File: src/rtl/mem_fill_engine.sv
// mem_fill_engine
// Memory initialiser and built-in self-test for the S-array RAM. On start it
// sweeps addresses 0..DEPTH-1 writing a pattern (identity, constant or
// reverse). It can then read every location back and count mismatches.
//
// Ports:
//   clk            clock, all logic rising-edge
//   reset_n        asynchronous active-low reset
//   start          level request, held high for the whole run; low aborts
//   mode           00 identity, 01 constant, 10 reverse, 11 identity
//   verify         1 = read-back pass after the write pass
//   fill_value     constant used by mode 01
//   q              RAM read data, valid RD_LAT edges after the address
//   address        RAM address
//   data           RAM write data
//   wren           RAM write enable
//   busy           high in WRITE, READ and DRAIN
//   done           high in DONE
//   err_count      saturating mismatch count of the last verify pass
//   first_err_addr address of the first mismatch of the run, 0 if none
module mem_fill_engine #(
  parameter int ADDR_W = 8,
  parameter int DATA_W = 8,
  parameter int DEPTH  = 256,
  parameter int RD_LAT = 1
) (
  input  logic              clk,
  input  logic              reset_n,
  input  logic              start,
  input  logic [1:0]        mode,
  input  logic              verify,
  input  logic [DATA_W-1:0] fill_value,
  input  logic [DATA_W-1:0] q,
  output logic [ADDR_W-1:0] address,
  output logic [DATA_W-1:0] data,
  output logic              wren,
  output logic              busy,
  output logic              done,
  output logic [ADDR_W:0]   err_count,
  output logic [ADDR_W-1:0] first_err_addr
);

  // One extra counter bit so DEPTH = 2^ADDR_W never wraps.
  localparam int               CNT_W   = ADDR_W + 1;
  localparam logic [CNT_W-1:0] LAST    = CNT_W'(DEPTH - 1);
  localparam logic [ADDR_W:0]  ERR_MAX = '1;
  localparam logic [1:0]       DR_LAST = 2'(RD_LAT - 1);

  typedef enum logic [2:0] {
    S_IDLE  = 3'd0,
    S_WRITE = 3'd1,
    S_READ  = 3'd2,
    S_DRAIN = 3'd3,
    S_DONE  = 3'd4
  } state_t;

  state_t            r_state, w_state_nx;
  logic [CNT_W-1:0]  r_cnt, w_cnt_nx;
  logic [1:0]        r_drain, w_drain_nx;
  logic [DATA_W-1:0] r_data, w_data_nx;
  logic              r_wren, w_wren_nx;
  logic              r_busy, w_busy_nx;
  logic              r_done, w_done_nx;
  logic              w_latch, w_issue, w_flush;
  logic [DATA_W-1:0] w_exp;

  logic [1:0]        r_mode;
  logic              r_verify;
  logic [DATA_W-1:0] r_fill;

  // Compare pipeline: expected value and address ride alongside the read.
  logic              r_pv    [RD_LAT];
  logic [DATA_W-1:0] r_pexp  [RD_LAT];
  logic [ADDR_W-1:0] r_paddr [RD_LAT];

  logic [ADDR_W:0]   r_err_count;
  logic [ADDR_W-1:0] r_first_err;
  logic              r_err_seen;
  logic              w_mismatch;

  // Pattern value for a given address; truncated to DATA_W bits.
  function automatic logic [DATA_W-1:0] pattern(
    input logic [1:0]        m,
    input logic [CNT_W-1:0]  a,
    input logic [DATA_W-1:0] fv
  );
    logic [CNT_W-1:0] rev;
    rev = LAST - a;
    case (m)
      2'b01:   pattern = fv;
      2'b10:   pattern = DATA_W'(rev);
      default: pattern = DATA_W'(a);
    endcase
  endfunction

  // Next-state and next-output logic of the sweep FSM.
  always_comb begin
    w_state_nx = r_state;
    w_cnt_nx   = r_cnt;
    w_drain_nx = r_drain;
    w_data_nx  = r_data;
    w_wren_nx  = 1'b0;
    w_busy_nx  = 1'b0;
    w_done_nx  = 1'b0;
    w_latch    = 1'b0;
    w_issue    = 1'b0;
    case (r_state)
      S_IDLE: begin
        if (start) begin
          // Configuration is taken straight from the pins on this edge.
          w_latch    = 1'b1;
          w_state_nx = S_WRITE;
          w_cnt_nx   = '0;
          w_data_nx  = pattern(mode, CNT_W'(0), fill_value);
          w_wren_nx  = 1'b1;
          w_busy_nx  = 1'b1;
        end else begin
          w_state_nx = S_IDLE;
        end
      end
      S_WRITE: begin
        if (!start) begin
          w_state_nx = S_IDLE;
        end else if (r_cnt == LAST) begin
          w_cnt_nx = '0;
          if (r_verify) begin
            // Zero-cycle turnaround: the read of address 0 issues now.
            w_state_nx = S_READ;
            w_issue    = 1'b1;
            w_busy_nx  = 1'b1;
          end else begin
            w_state_nx = S_DONE;
            w_done_nx  = 1'b1;
          end
        end else begin
          w_cnt_nx  = r_cnt + CNT_W'(1);
          w_data_nx = pattern(r_mode, r_cnt + CNT_W'(1), r_fill);
          w_wren_nx = 1'b1;
          w_busy_nx = 1'b1;
        end
      end
      S_READ: begin
        if (!start) begin
          w_state_nx = S_IDLE;
        end else if (r_cnt == LAST) begin
          w_state_nx = S_DRAIN;
          w_drain_nx = 2'd0;
          w_busy_nx  = 1'b1;
        end else begin
          w_cnt_nx  = r_cnt + CNT_W'(1);
          w_issue   = 1'b1;
          w_busy_nx = 1'b1;
        end
      end
      S_DRAIN: begin
        if (!start) begin
          w_state_nx = S_IDLE;
        end else if (r_drain == DR_LAST) begin
          w_state_nx = S_DONE;
          w_done_nx  = 1'b1;
        end else begin
          w_drain_nx = r_drain + 2'd1;
          w_busy_nx  = 1'b1;
        end
      end
      S_DONE: begin
        if (!start) begin
          w_state_nx = S_IDLE;
        end else begin
          w_done_nx = 1'b1;
        end
      end
      default: begin
        w_state_nx = S_IDLE;
      end
    endcase
  end

  assign w_exp   = pattern(r_mode, w_cnt_nx, r_fill);
  // Any return to IDLE (abort or handshake end) discards outstanding reads.
  assign w_flush = (w_state_nx == S_IDLE);

  // FSM state, sweep counter and registered RAM-side outputs.
  always_ff @(posedge clk or negedge reset_n) begin
    if (!reset_n) begin
      r_state  <= S_IDLE;
      r_cnt    <= '0;
      r_drain  <= 2'd0;
      r_data   <= '0;
      r_wren   <= 1'b0;
      r_busy   <= 1'b0;
      r_done   <= 1'b0;
      r_mode   <= 2'b00;
      r_verify <= 1'b0;
      r_fill   <= '0;
    end else begin
      r_state <= w_state_nx;
      r_cnt   <= w_cnt_nx;
      r_drain <= w_drain_nx;
      r_data  <= w_data_nx;
      r_wren  <= w_wren_nx;
      r_busy  <= w_busy_nx;
      r_done  <= w_done_nx;
      if (w_latch) begin
        r_mode   <= mode;
        r_verify <= verify;
        r_fill   <= fill_value;
      end
    end
  end

  // Read compare pipeline; stage RD_LAT-1 is due on the next edge.
  always_ff @(posedge clk or negedge reset_n) begin
    if (!reset_n) begin
      for (int i = 0; i < RD_LAT; i++) begin
        r_pv[i]    <= 1'b0;
        r_pexp[i]  <= '0;
        r_paddr[i] <= '0;
      end
    end else if (w_flush) begin
      for (int i = 0; i < RD_LAT; i++) begin
        r_pv[i] <= 1'b0;
      end
    end else begin
      r_pv[0]    <= w_issue;
      r_pexp[0]  <= w_exp;
      r_paddr[0] <= w_cnt_nx[ADDR_W-1:0];
      for (int i = 1; i < RD_LAT; i++) begin
        r_pv[i]    <= r_pv[i-1];
        r_pexp[i]  <= r_pexp[i-1];
        r_paddr[i] <= r_paddr[i-1];
      end
    end
  end

  assign w_mismatch = r_pv[RD_LAT-1] && (q != r_pexp[RD_LAT-1]);

  // Mismatch counter and first-failing-address capture.
  always_ff @(posedge clk or negedge reset_n) begin
    if (!reset_n) begin
      r_err_count <= '0;
      r_first_err <= '0;
      r_err_seen  <= 1'b0;
    end else if (w_latch) begin
      r_err_count <= '0;
      r_first_err <= '0;
      r_err_seen  <= 1'b0;
    end else if (w_mismatch) begin
      if (r_err_count != ERR_MAX) begin
        r_err_count <= r_err_count + CNT_W'(1);
      end
      if (!r_err_seen) begin
        r_first_err <= r_paddr[RD_LAT-1];
        r_err_seen  <= 1'b1;
      end
    end
  end

  assign address        = r_cnt[ADDR_W-1:0];
  assign data           = r_data;
  assign wren           = r_wren;
  assign busy           = r_busy;
  assign done           = r_done;
  assign err_count      = r_err_count;
  assign first_err_addr = r_first_err;

endmodule

File: config.mk
export PLATFORM = sky130hd
export DESIGN_NAME = mem_fill_engine
export DESIGN_NICKNAME = d
export VERILOG_FILES = /design/src/rtl/mem_fill_engine.sv
export SDC_FILE = /design/constraint.sdc
export NUM_CORES = 1
export LEC_CHECK = 0
export ABC_AREA = 1
export BUFFER_PORTS_ARGS = -buffer_cell sky130_fd_sc_hd__buf_4
export CAP_MARGIN = 20
export CORE_MARGIN = 3
export CORE_UTILIZATION = 50
export CTS_CLUSTER_DIAMETER = 60
export DETAILED_ROUTE_END_ITERATION = 16
export PLACE_DENSITY_LB_ADDON = 0.15
export SYNTH_ARGS = -nofsm -noshare
export SYNTH_HDL_FRONTEND = slang
export SYNTH_SLANG_ARGS = --single-unit
File: constraint.sdc
create_clock -name clk -period 2.5 [get_ports clk]
set_input_delay 0.5 -clock clk [delete_from_list [all_inputs] [get_ports clk]]
set_output_delay 0.5 -clock clk [all_outputs]
set_load 0.1 [all_outputs]
==> metrics.sh <==
STATUS='finished clean'
FINALSETUPVIOLATIONS=0
LARGEST_FAMILY_OF_LOGIC_CELLS_BY_SYNTHESIZED_AREA='simple AND/OR/NAND/NOR gates'
GRT_SETUP_UNREPAIRED='no'
MIN-DELAY-PATH-CLASS='primary input to async pin'
RESIDUAL_DRC_COUNT=0
FIN_TNS_SETUP_NS=0
SYNTH-SEQ-AREA-SHARE_PCT=44.0
WORSTPATHMAXFANOUT=5
WORST_EP_ARRIVAL_TIME_NS=2.43
AREA_GROWTH_FROM_SYNTHESIS_TO_LAYOUT_PCT=17.8
TIMING.CRITICAL_PATH.MAX_DELAY_FAMILY='simple AND/OR/NAND/NOR gates'
WORST-SLEW-PIN-TRANSITION_NS=0.542
POST_SYNTH_ARST_SHARE_PCT=100
NUMBER_OF_FLOPS_MAPPED_TO_ENABLE_CELLS_BY_YOSYS=0
YOSYS.AREA_SHARE.SIMPLE_PCT=25.2
SYNTH_TOP_AREA_CELL='dfrtp_1'
CTS-ROOT-BUF='clkbuf_8'
POSTSYNTHREGISTERBITS=71
POSTROUTEANTENNANETS=0
SYNTHFLOPTYPE='dfrtp_1'
SYNTH-XOR-AREA-SHARE_PCT=1.92
CTS-RESIZED-GATES=0
SYNTH-COMPOUND-AREA-SHARE_PCT=15.5
SYNTH_TOP_CELLS_BY_AREA='dfrtp_1, nand2_1, inv_1'
FINAL.PERIOD_UTILIZATION_PCT=87.8
MAX-VDD-IR-DROP_V=0.000716
ANTENNA_FOUND_INITIAL=0
CP.REQUIRED_NS=2.73
TOP_POST_SYNTHESIS_CELLS_BY_COUNT='nand2_1, dfrtp_1, inv_1'
FIN_SKEW_NS=0.00775
SYN-INSTANCE-COUNT=501
SYNTH_CELL_TYPE_COUNT=46
MAX_SLEW_HEADROOM_PCT=63.6
SYNTHMUXAREASHARE_PCT=0
CLOCK_SINK_COUNT=71
P_LEAK_uW=0.00231
GLOBAL_ROUTE.OVERFLOW_TOTAL=0
MOST_FREQUENTLY_USED_CELL_TYPE_IN_THE_POST_SYNTHESIS_NETLIST='nand2_1'
IO_BUFFER_COUNT=57
LAYOUT_CELLS_EXCL_FILL=661
DETAIL_ROUTE.FIRST_PASS.ITERATIONS=5
FMAXACHIEVABLE_MHz=455
WORST_SETUP_PATH_START_KIND='flop'
FLOORPLAN.DIE.WIDTH_MICRONS=95.8
LAYOUT-DRIVE-GT1-SHARE_PCT=21.5
FLOORPLAN.DIE_AREA_SQ_UM=9180
FINALWEIGHTEDCONGESTION=0.853
VIAS_PER_CELL=5.34
UTILIZATION_PCT=61.2
GROUTE.USAGE.OVERALL_PCT=23.9
CTS.REPAIR_TIMING.SETUP_BUFFER_COUNT=0
INSERTEDDIODECOUNT=0
ROUTEDWLPERCELL_MICRONS=15.0
REPORT.FINAL.SLEW_VIOL_COUNT=0
SYN-CELL-AREA_SQ_UM=4040
CTS-HTREE-LEVELS=3
SYN_AREA_PER_CELL_SQ_UM=8.05
YOSYS.AREA.TOP_TYPE_SHARE_PCT=44.0
SYN-NUM-NETS=532
TRITONCTS='built'
WORSTPATHCELLLIST='ha_1, nand2_2, nor2_1, nand4_1, ha_1, or2_0, nand3_1, o21a_1, o21ai_1, o211ai_1, nand2_1'
CRITICAL_PATH.N_BUFFERS_INVERTERS=0
DETAILROUTE.VIA_COUNT=3533
HOLD_SLACK_NS=0.108
NUMCTSBUFFERS=9
PLACEDCELLCOUNT=645
CP_SLOWEST_CELL='dfrtp_1'
TOTALWIRELENGTH_MICRONS=9950
CRITICAL_PATH.MOST_COMMON_CELL='ha_1'
LARGEST_NET_DEGREE_AT_THE_START_OF_GLOBAL_ROUTING=37
FLOORPLAN.INITIALDENSITY_PCT=51.9
WORSTSKEWPAIRLATENCY_NS=0.34
NETS=585
CORE_AREA_SQ_UM=7770
CTS-ROOT-TO-SINK-BUFFERS=2
TIMING.SETUP.CRITICAL_PATH_CLASS='flop to flop'
CTS-HOLD-FIX-BUFFERS=0
SHORTEST_CLOCK_PERIOD_THE_WORST_PATH_ALLOWS_AFTER_LAYOUT_NS=2.20
CORE.ROWCOUNT=32
HPWL_MICRONS=7510
POWER_DENSITY_nW_PER_UM2=924
YOSYSWARNINGS=0
CP_SLOWEST_STAGE_DELAY_NS=0.42
CLKTRANSATPATHREGS_NS=0.08
WIRE_LENGTH_OF_THE_FIRST_GLOBAL_ROUTING_PASS_MICRONS=16700
POST_SYNTH_FA_HA_MAJ_AREA_FRACTION_PCT=2.79
FF2FF_SETUP_SLACK_NS=0.30
TOP_LEVEL_PORTS=58
END_KIND='flop'
TIMING_HOLD_VIOLATIONS_FINAL=0
DRT_ITER0_DRC=286
MAXCAPVIOLCOUNT=0
FIRST_GLOBAL_VIAS=3383
DIE_H_MICRONS=95.8
==> metrics by stage <==
stage	power, uW	cell area, sq um	worst slack (ns)
final	4390	4750	0.304
after global routing	4640	4750	0.0755
after CTS	4400	4750	0.322
after detailed placement	3350	4530	0.339
after global placement	3320	4530	0.466
after floorplan	2910	4040	0.0338
==> worst paths after layout <==
path | end | startpoint | cells after the start
worst min register to register | data[1] | data[1] | 2
worst min-delay path | first_err_addr[3] | reset_n | 1
max in group asynchronous | data[2] | reset_n | 2
min in group clk | r_verify | verify | 3
worst max-delay path | r_pexp[0] | r_cnt[0] | 11
worst max register to register | r_pexp[0] | r_cnt[0] | 11
==> power breakdown <==
| part | internal, uW | total [uW] | switching [uW] |
|---|---|---|---|
| registers | 1350 | 1510 | 154 |
| clock network | 595 | 1050 | 458 |
| logic | 465 | 1840 | 1370 |
==> sequential cells by signal, summed over array words and instances, names as in the netlist, 2 cells and up <==
| name | count |
|---|---|
| r_state | 3 |
| first_err_addr | 8 |
| r_pexp | 8 |
| err_count | 9 |
| r_paddr | 8 |
| r_drain | 2 |
| data | 8 |
| r_fill | 8 |
| r_cnt | 9 |
| r_mode | 2 |
==> worst register-to-register path, stage by stage, from the launching register on <==
cell      delay, ns
dfrtp_1        0.42
ha_1           0.23
nand2_2        0.09
nor2_1         0.17
nand4_1        0.13
ha_1           0.29
or2_0          0.22
nand3_1        0.08
o21a_1         0.20
o21ai_1        0.08
o211ai_1       0.10
nand2_1        0.07
==> area by class of cell <==
cell class | count | area [sq um]
flip-flops and latches | 71 | 1780
clock buffers | 10 | 138
multi-input cells | 332 | 1830
fillers | 725 | 3010
well taps | 102 | 128
inverters | 75 | 287
clock inverters | 6 | 91.3
repair buffers | 65 | 500
==> placed cells by master (no fill, tap or decap), types with 7 or more instances in the layout <==
cell type  synthesis  routed
nor3_1             7       7
clkbuf_8           0      10
a21oi_1           20      20
o22ai_1           12      12
nand3_1           29      29
o21ai_1            9       9
nand2_1          107     107
ha_1               9       9
buf_4             10      64
inv_1             65      65
dfrtp_1           71      71
o21ai_0           39      39
nor2_1            33      33
nand4_1           10      10
==> cell families (layout without fill, tap and decap cells) <==
family	after synthesis	count (layout)
AO/OA/AOI/OAI	101	101
XOR/XNOR	8	8
adder cells (fa/ha/maj)	9	9
buffers and inverters	98	156
flip-flops	71	71
AND/OR/NAND/NOR	214	214
==> layer usage <==
layer	wire, microns	global-route usage (%)	share of wire [%]
met5	0	0	0
met3	601	3.60	6.0
met2	4500	35.9	45
met4	221	9.72	2.2
met1	4630	34.7	47
(Power assumes the default switching activity.)
